`src/rtl/difftest_commit_queue_if.sv`:
```
// Commit bus from the WB stage into the difftest commit queue.
// The WB side (master) presents one retiring instruction per cycle and
// the queue (slave) answers with in_ready.
interface difftest_commit_queue_if #(
  parameter int XLEN = 32
);
  logic            in_valid;
  logic            in_ready;
  logic [XLEN-1:0] in_pc;
  logic [31:0]     in_inst;
  logic            in_wen;
  logic [4:0]      in_rd;
  logic [XLEN-1:0] in_wdata;
  logic            in_skip;
  logic            in_ebreak;

  modport master (
    output in_valid, in_pc, in_inst, in_wen, in_rd, in_wdata, in_skip, in_ebreak,
    input  in_ready
  );

  modport slave (
    input  in_valid, in_pc, in_inst, in_wen, in_rd, in_wdata, in_skip, in_ebreak,
    output in_ready
  );
endinterface

```
`src/rtl/difftest_commit_queue.sv`:
```
// Difftest commit queue: buffers retiring instructions, drains one per
// cycle into a shadow GPR file and emits a snapshot strobe per drained
// commit. An ebreak freezes the queue (sticky halt) until reset.
module difftest_commit_queue #(
  parameter int DEPTH = 4,
  parameter int XLEN  = 32
) (
  input  logic                   clk,
  input  logic                   rst,
  difftest_commit_queue_if.slave wb,
  output logic                   dt_valid,
  output logic [XLEN-1:0]        dt_pc,
  output logic                   dt_skip,
  output logic [32*XLEN-1:0]     dt_rf,
  output logic                   dt_halt,
  output logic [63:0]            commit_cnt
);
  localparam int AW = $clog2(DEPTH);

  typedef struct packed {
    logic [XLEN-1:0] pc;
    logic [31:0]     inst;
    logic            wen;
    logic [4:0]      rd;
    logic [XLEN-1:0] wdata;
    logic            skip;
    logic            ebreak;
  } rec_t;

  rec_t            mem_q [DEPTH];
  logic [AW:0]     wptr_q, wptr_d;
  logic [AW:0]     rptr_q, rptr_d;
  logic [XLEN-1:0] rf_q [32];
  logic [XLEN-1:0] rf_d [32];
  logic            live_q, live_d;
  logic            valid_q, valid_d;
  logic [XLEN-1:0] pc_q, pc_d;
  logic            skip_q, skip_d;
  logic            halt_q, halt_d;
  logic [63:0]     cnt_q, cnt_d;

  logic            empty_s;
  logic            full_s;
  logic            ready_s;
  logic            push_s;
  logic            pop_s;
  rec_t            head_s;
  rec_t            in_rec_s;

  // Occupancy flags, handshake and next-state of queue, shadow file and snapshot.
  always_comb begin
    empty_s  = (wptr_q == rptr_q);
    full_s   = (wptr_q[AW] != rptr_q[AW]) && (wptr_q[AW-1:0] == rptr_q[AW-1:0]);
    // live_q keeps in_ready low until the first edge after reset release.
    ready_s  = live_q && !full_s && !halt_q;
    push_s   = wb.in_valid && ready_s;
    pop_s    = !empty_s && !halt_q;
    head_s   = mem_q[rptr_q[AW-1:0]];
    in_rec_s = '{pc: wb.in_pc, inst: wb.in_inst, wen: wb.in_wen, rd: wb.in_rd,
                 wdata: wb.in_wdata, skip: wb.in_skip, ebreak: wb.in_ebreak};

    wptr_d  = wptr_q;
    rptr_d  = rptr_q;
    rf_d    = rf_q;
    live_d  = 1'b1;
    valid_d = 1'b0;
    pc_d    = pc_q;
    skip_d  = skip_q;
    halt_d  = halt_q;
    cnt_d   = cnt_q;

    if (push_s) begin
      wptr_d = wptr_q + {{AW{1'b0}}, 1'b1};
    end else begin
      wptr_d = wptr_q;
    end

    if (pop_s) begin
      rptr_d  = rptr_q + {{AW{1'b0}}, 1'b1};
      valid_d = 1'b1;
      pc_d    = head_s.pc;
      skip_d  = head_s.skip;
      halt_d  = head_s.ebreak;
      cnt_d   = cnt_q + 64'd1;
      // x0 is hard-wired to zero, so writes to it are dropped.
      if (head_s.wen && (head_s.rd != 5'd0)) begin
        rf_d[head_s.rd] = head_s.wdata;
      end else begin
        rf_d = rf_q;
      end
    end else begin
      rptr_d = rptr_q;
    end
  end

  // Record storage; contents need no reset because the pointers gate them.
  always_ff @(posedge clk) begin
    if (push_s) begin
      mem_q[wptr_q[AW-1:0]] <= in_rec_s;
    end
  end

  // State registers with asynchronous clear.
  always_ff @(posedge clk or posedge rst) begin
    if (rst) begin
      wptr_q  <= '0;
      rptr_q  <= '0;
      rf_q    <= '{default: '0};
      live_q  <= 1'b0;
      valid_q <= 1'b0;
      pc_q    <= '0;
      skip_q  <= 1'b0;
      halt_q  <= 1'b0;
      cnt_q   <= 64'd0;
    end else begin
      wptr_q  <= wptr_d;
      rptr_q  <= rptr_d;
      rf_q    <= rf_d;
      live_q  <= live_d;
      valid_q <= valid_d;
      pc_q    <= pc_d;
      skip_q  <= skip_d;
      halt_q  <= halt_d;
      cnt_q   <= cnt_d;
    end
  end

  assign wb.in_ready  = ready_s;
  assign dt_valid     = valid_q;
  assign dt_pc        = pc_q;
  assign dt_skip      = skip_q;
  assign dt_halt      = halt_q;
  assign commit_cnt   = cnt_q;

  for (genvar i = 0; i < 32; i++) begin : g_rf
    assign dt_rf[i*XLEN +: XLEN] = rf_q[i];
  end
endmodule

```
`src/flat_wrapper.sv`:
```
// flat-port wrapper written by rule: the top's interface ports become plain ports
module difftest_commit_queue_flat 
#(
  parameter int DEPTH = 4,
  parameter int XLEN  = 32
)
  (clk, rst, dt_valid, dt_pc, dt_skip, dt_rf, dt_halt, commit_cnt, wb_in_valid, wb_in_pc, wb_in_inst, wb_in_wen, wb_in_rd, wb_in_wdata, wb_in_skip, wb_in_ebreak, wb_in_ready);
  difftest_commit_queue_if #(.XLEN(XLEN)) wb_i ();
  input  logic clk;
  input  logic rst;
  output logic dt_valid;
  output logic [XLEN-1:0] dt_pc;
  output logic dt_skip;
  output logic [32*XLEN-1:0] dt_rf;
  output logic dt_halt;
  output logic [63:0] commit_cnt;
  input wire logic [$bits(wb_i.in_valid)-1:0] wb_in_valid;
  input wire logic [$bits(wb_i.in_pc)-1:0] wb_in_pc;
  input wire logic [$bits(wb_i.in_inst)-1:0] wb_in_inst;
  input wire logic [$bits(wb_i.in_wen)-1:0] wb_in_wen;
  input wire logic [$bits(wb_i.in_rd)-1:0] wb_in_rd;
  input wire logic [$bits(wb_i.in_wdata)-1:0] wb_in_wdata;
  input wire logic [$bits(wb_i.in_skip)-1:0] wb_in_skip;
  input wire logic [$bits(wb_i.in_ebreak)-1:0] wb_in_ebreak;
  output wire logic [$bits(wb_i.in_ready)-1:0] wb_in_ready;
  assign wb_i.in_valid = wb_in_valid;
  assign wb_i.in_pc = wb_in_pc;
  assign wb_i.in_inst = wb_in_inst;
  assign wb_i.in_wen = wb_in_wen;
  assign wb_i.in_rd = wb_in_rd;
  assign wb_i.in_wdata = wb_in_wdata;
  assign wb_i.in_skip = wb_in_skip;
  assign wb_i.in_ebreak = wb_in_ebreak;
  assign wb_in_ready = wb_i.in_ready;
  difftest_commit_queue #(.DEPTH(DEPTH), .XLEN(XLEN)) u_core (.clk(clk), .rst(rst), .wb(wb_i), .dt_valid(dt_valid), .dt_pc(dt_pc), .dt_skip(dt_skip), .dt_rf(dt_rf), .dt_halt(dt_halt), .commit_cnt(commit_cnt));
endmodule
```
`config.mk`:
```
export PLATFORM = sky130hd
export DESIGN_NAME = difftest_commit_queue_flat
export DESIGN_NICKNAME = d
export VERILOG_FILES = /design/src/rtl/difftest_commit_queue_if.sv /design/src/rtl/difftest_commit_queue.sv /design/src/flat_wrapper.sv
export SDC_FILE = /design/constraint.sdc
export NUM_CORES = 2
export LEC_CHECK = 0
export BUFFER_PORTS_ARGS = -buffer_cell sky130_fd_sc_hd__buf_2
export CAP_MARGIN = 20
export CORE_AREA = 2 2 480 482
export CTS_BUF_LIST = sky130_fd_sc_hd__clkbuf_4 sky130_fd_sc_hd__clkbuf_8 sky130_fd_sc_hd__clkbuf_16
export DETAILED_ROUTE_END_ITERATION = 7
export DIE_AREA = 0 0 482 484
export PLACE_DENSITY = 0.38
export SYNTH_ARGS = -nofsm -noshare
export SYNTH_HDL_FRONTEND = slang
export SYNTH_SLANG_ARGS = --single-unit
```
`constraint.sdc`:
```
create_clock -name clk -period 62.6 [get_ports clk]
set_clock_uncertainty 0.1 [all_clocks]
set_input_delay 18.78 -clock clk [delete_from_list [all_inputs] [get_ports clk]]
set_output_delay 18.78 -clock clk [all_outputs]
set_load 0.02 [all_outputs]
```
======== Word level (Yosys, flattened, before mapping) ========
Memory sizes are Yosys's and may differ from the RTL's.
Cells that the tools add are included.
operators by class
  $mul .................................... 0
  equal/unequal tests ..................... 3
  add/subtract/negate cells ............... 3
  shifts and indexed selects .............. 0
  mux-type cells .......................... 6
  bitwise logic cells ..................... 1
  order comparisons ....................... 2
  divide/modulo/power cells ............... 0
  reductions and logical operators ........ 12
operators with widths
  operator                 number
  $bwmux W1024             1
  $demux W32 S5            1
  $add A64 B1 Y64 const B  1
  $mux W32                 1
  $logic_and A1 B1 Y1      7
  $add A3 B1 Y3 const B    2
  $ge A6 B6 Y1 const B     1
  $lt A6 B1 Y1 const B     1
  $not A5 Y6               1
  $reduce_bool A5 Y1       1
  $eq A3 B3 Y1             1
  $logic_not A1 Y1         3
  $mux W1                  3
  $eq A2 B2 Y1             1
  $reduce_and A2 Y1        1
  $ne A1 B1 Y1             1
storage, ports and cells
  output and inout bits ................... 1,124
  RAM bits ................................ 416
  latch bits .............................. 0
  memory bits (read-only) ................. 0
  register bits after elaboration ......... 1,130
  input port bits ......................... 107
  memories ................................ 1
memories
  name          words  bits a word  rd ports  clocked after Yosys merged registers in  wr ports  line                         RTL
  u_core.mem_q  4      104          1         0                                        1         difftest_commit_queue.sv:30  rec_t mem_q [DEPTH];

======== Longest topological paths before layout ========
  depth after elaboration ................. 8
  mapped depth ............................ 9
  mapped depth without buffers ............ 6

======== Least setup slack after synthesis ========
No wires, ideal clock.
  kind .................................... input port to flip-flop
  start point ............................. input port wb_in_valid
  end point ............................... memory u_core.mem_q[3][0] (netlist bit) (enable)
  arrival time ............................ 20.545 ns
  setup slack ............................. 41.515 ns
  stages on the path ...................... 1
  cell sequence ........................... and3_1
on the way
  word-level cells in the longest chain between the ends .. 3
RTL lines
  element                        line                         RTL
  start: declaration             flat_wrapper.sv:17           input wire logic [$bits(wb_i.in_valid)-1:0] wb_in_valid;
  $logic_and A1 B1 Y1            difftest_commit_queue.sv:56  push_s = wb.in_valid && ready_s;
  $mux W1                        difftest_commit_queue.sv:98  if (push_s) begin
  $mux W1 (not written as such)  difftest_commit_queue.sv:99  mem_q[wptr_q[AW-1:0]] <= in_rec_s;
  end: declaration               difftest_commit_queue.sv:30
Every way passes these cells.

==> flow_summary.ini <==
[floorplanning]
num_rows = 176
die_w_um = 482
die-area_mm2 = 0.233
die_y_um = 484
core_area_mm2 = 0.229
start_util_pct = 23.3
io_pins = 1231

[sta]
post-route-period-util_pct = 34.3
tightest_slew_ps = 1080
finalSetupTns_ps = 0
min_period_ps = 21460
finalSetupViolCount = 0
finalHoldViolCount = 0
worst_slack_ps = 41140
fmax_ghz = 0.0466
rsz0062_at_grt = no
slew_headroom_pct = 28.1
slew_violations = 0

[power]
p_int_mw = 1.59
seq_power_share_pct = 44.3
leakage_nw = 35.2
p_comb_share_pct = 9.9
power_density_mw_per_mm2 = 31.8
p_switching_uw = 586
ir_worst_vdd_mv = 0.0287
switching_share_pct = 27.0
power.share.clock_pct = 45.8

[synth]
yosysTopAreaCell = dfrtp_1
synth.top_cell.area_share_pct = 53.1
synth_cell_types = 43
synth_seq_cells = 1418
yosysSeqAreaShare_pct = 69.3
ys.flop_type = dfrtp_1
synthCells = 3129
yosysWarnings = 0
async_reset_ff_share_pct = 79.7
synth_area_mm2 = 0.0533
synthesis.nets = 3242
post_synth.cell_area_avg_um2 = 17.0
synth_area_leaders = dfrtp_1 (53%), mux2_2 (20%), edfxtp_1 (16%)
synth_edf_count = 288

[detailed_routing]
firstDrtPassIters = 5
wl_per_cell_um = 27.9
ant_nets = 0
routed_wl_um = 209000
drc = 0
first_iter_violations = 1666
vias = 31900
via_per_inst = 4.25

[global_route]
grt_max_degree = 137
grt_pass1_wl_um = 285000
antenna_found_initial = 86
grt_pass1_vias = 32800
overflow = 0
grt_use_total_pct = 17.5

[placement]
io_buffer_count = 1198
gp_congestion = 0.748
place_ws_ps = 40120
dp_hpwl_um = 141000

[clock_tree]
cts_buffers = 167
clockBufferDepth = 3
ctsHoldBuffers = 0
post_cts_buffers = 0
cts_sinks = 1418
clk_pin_slew_ps = 50
cts_root_buf = clkbuf_16
clock_latency_ps = 810
ctsHtreeMaxLevel = 4
cts_tree = yes
ctsResizeCount = 0

[setup_path]
crit_chain = buf_2 -> inv_8 -> buf_4 -> buf_4 -> buf_4
crit_top_cell = buf_4
startpoint_type = input pin
crit_fanout = 101
crit_slowest_cell = buf_4
worstPathArrival_ps = 22180
crit_type = in -> async
endpoint_kind = async pin
required_ps = 63320
r2r_cells = 5
cpPeakStageDelay_ps = 870

[min_path]
hold_depth = 0
hold_class = reg -> reg

[final_layout]
final_net_count = 4430
drive_gt1_share_pct = 59.3
syn_to_final_growth_pct = 28.2

[run]
drv_cap = 0

[status]
status = finished, final reports clean
## sequential cells by signal, summed over array words and instances, names as in the netlist
register           flops
u_core.dt_rf        1024
u_core.mem_q         288
u_core.commit_cnt     64
u_core.dt_pc          32
u_core.rptr_q          3
u_core.wptr_q          3
u_core.dt_halt         1
u_core.dt_skip         1
u_core.dt_valid        1
u_core.live_q          1
## Yosys cell counts, drive strengths merged, types with 2 or more instances
library cell,n
dfrtp,1130
mux2,994
edfxtp,288
nand2,148
clkbuf,147
buf,106
mux4,72
xnor2,43
xor2,30
nand3,29
nor2,24
nand4,23
nor3,21
nor4,13
and3,12
and2,9
inv,9
and4,6
ha,6
nor2b,4
nand2b,2
or2,2
or3,2
## cell families after synthesis
| logic type | Yosys count | share of synthesized area, % |
|---|---|---|
| compound gates | 4 | 0.0681 |
| xor+xnor | 73 | 1.20 |
| fa+ha+maj | 6 | 0.141 |
| buf+inv | 262 | 2.34 |
| flops | 1418 | 69.3 |
| mux | 1066 | 24.2 |
| other cells | 1 | 0.00704 |
| simple gates | 299 | 2.77 |
## placed cells by master, fill, tap and decap left out, types with 7 or more instances in the layout
cell type / count
diode_2: 16
buf_2: 1198
clkbuf_16: 172
clkbuf_4: 61
buf_4: 71
clkinv_1: 10
inv_1: 7
nor3_1: 17
nor2_4: 9
xor2_1: 30
nand2_1: 133
dfrtp_1: 1128
edfxtp_1: 288
nand4_1: 23
mux2_4: 20
clkinv_2: 13
mux2_2: 940
and2_1: 8
nor4_1: 13
mux4_2: 70
nand2_2: 11
clkbuf_8: 24
nor2_1: 15
mux2_1: 34
xnor2_1: 43
nand3_1: 27
## area by class of cell
cell class | instances | area (um^2)
Multi-Input combinational cell | 1449 | 15300
Antenna cell | 16 | 40.0
Tap cell | 3026 | 3790
Timing Repair Buffer | 1272 | 6600
Sequential cell | 1418 | 36900
Inverter | 9 | 41.3
Clock inverter | 47 | 563
Fill cell | 23200 | 160000
Clock buffer | 257 | 5090
## metal layers
metal | global-route usage [%] | wire length [um] | up-vias | part of all wire, %
li1 | - | - | 13600 | -
met1 | 21.6 | 85600 | 16700 | 41
met2 | 28.4 | 98100 | 1148 | 47
met3 | 6.21 | 18000 | 340 | 8.6
met4 | 5.60 | 6700 | 60 | 3.2
met5 | 0 | 358 | - | 0.17
## path summary, 6_finish.rpt
| path | from | endpoint | slack [ps] |
|---|---|---|---|
| max in group clk | u_core.rptr_q[0] | wb_in_ready | 41170 |
| worst max register to register | u_core.rptr_q[0] | u_core.dt_rf[579] | 58600 |
| min in group asynchronous | rst | u_core.dt_rf[770] | 18010 |
| worst min register to register | u_core.dt_rf[0] | u_core.dt_rf[0] | 270 |
| worst max-delay path | rst | u_core.commit_cnt[13] | 41140 |
| worst min-delay path | u_core.dt_rf[0] | u_core.dt_rf[0] | 270 |
## per-stage QoR
| step | instance area, um^2 | instances | power (mW) | hold WS, ps | util [%] |
|---|---|---|---|---|---|
| 2_1_floorplan | 53300 | 3129 | 1.08 | 398 | - |
| 3_3_place_gp | 62600 | 7173 | 1.21 | 260 | 27.4 |
| 3_5_place_dp | 62600 | 7173 | 1.21 | 260 | 27.4 |
| 4_1_cts | 68300 | 7477 | 2.22 | 275 | 29.9 |
| 5_1_grt | 68300 | 7485 | 2.27 | 278 | 29.9 |
| 6_report | 68300 | 7494 | 2.17 | 270 | 29.9 |
## critical path: cells and delay by family
| family | cells | cell delay (ps) |
|---|---|---|
| buf+inv | 5 | 3160 |
## power by group through the flow
stage          Sequential (mW)  Clock (mW)  Combinational, mW
2_1_floorplan            0.989           0             0.0956
3_3_place_gp             0.981           0              0.228
3_5_place_dp             0.981           0              0.227
4_1_cts                  0.964        1.03              0.228
5_1_grt                  0.965        1.07              0.234
6_report                 0.964       0.995              0.215
(Power assumes the default switching activity.)
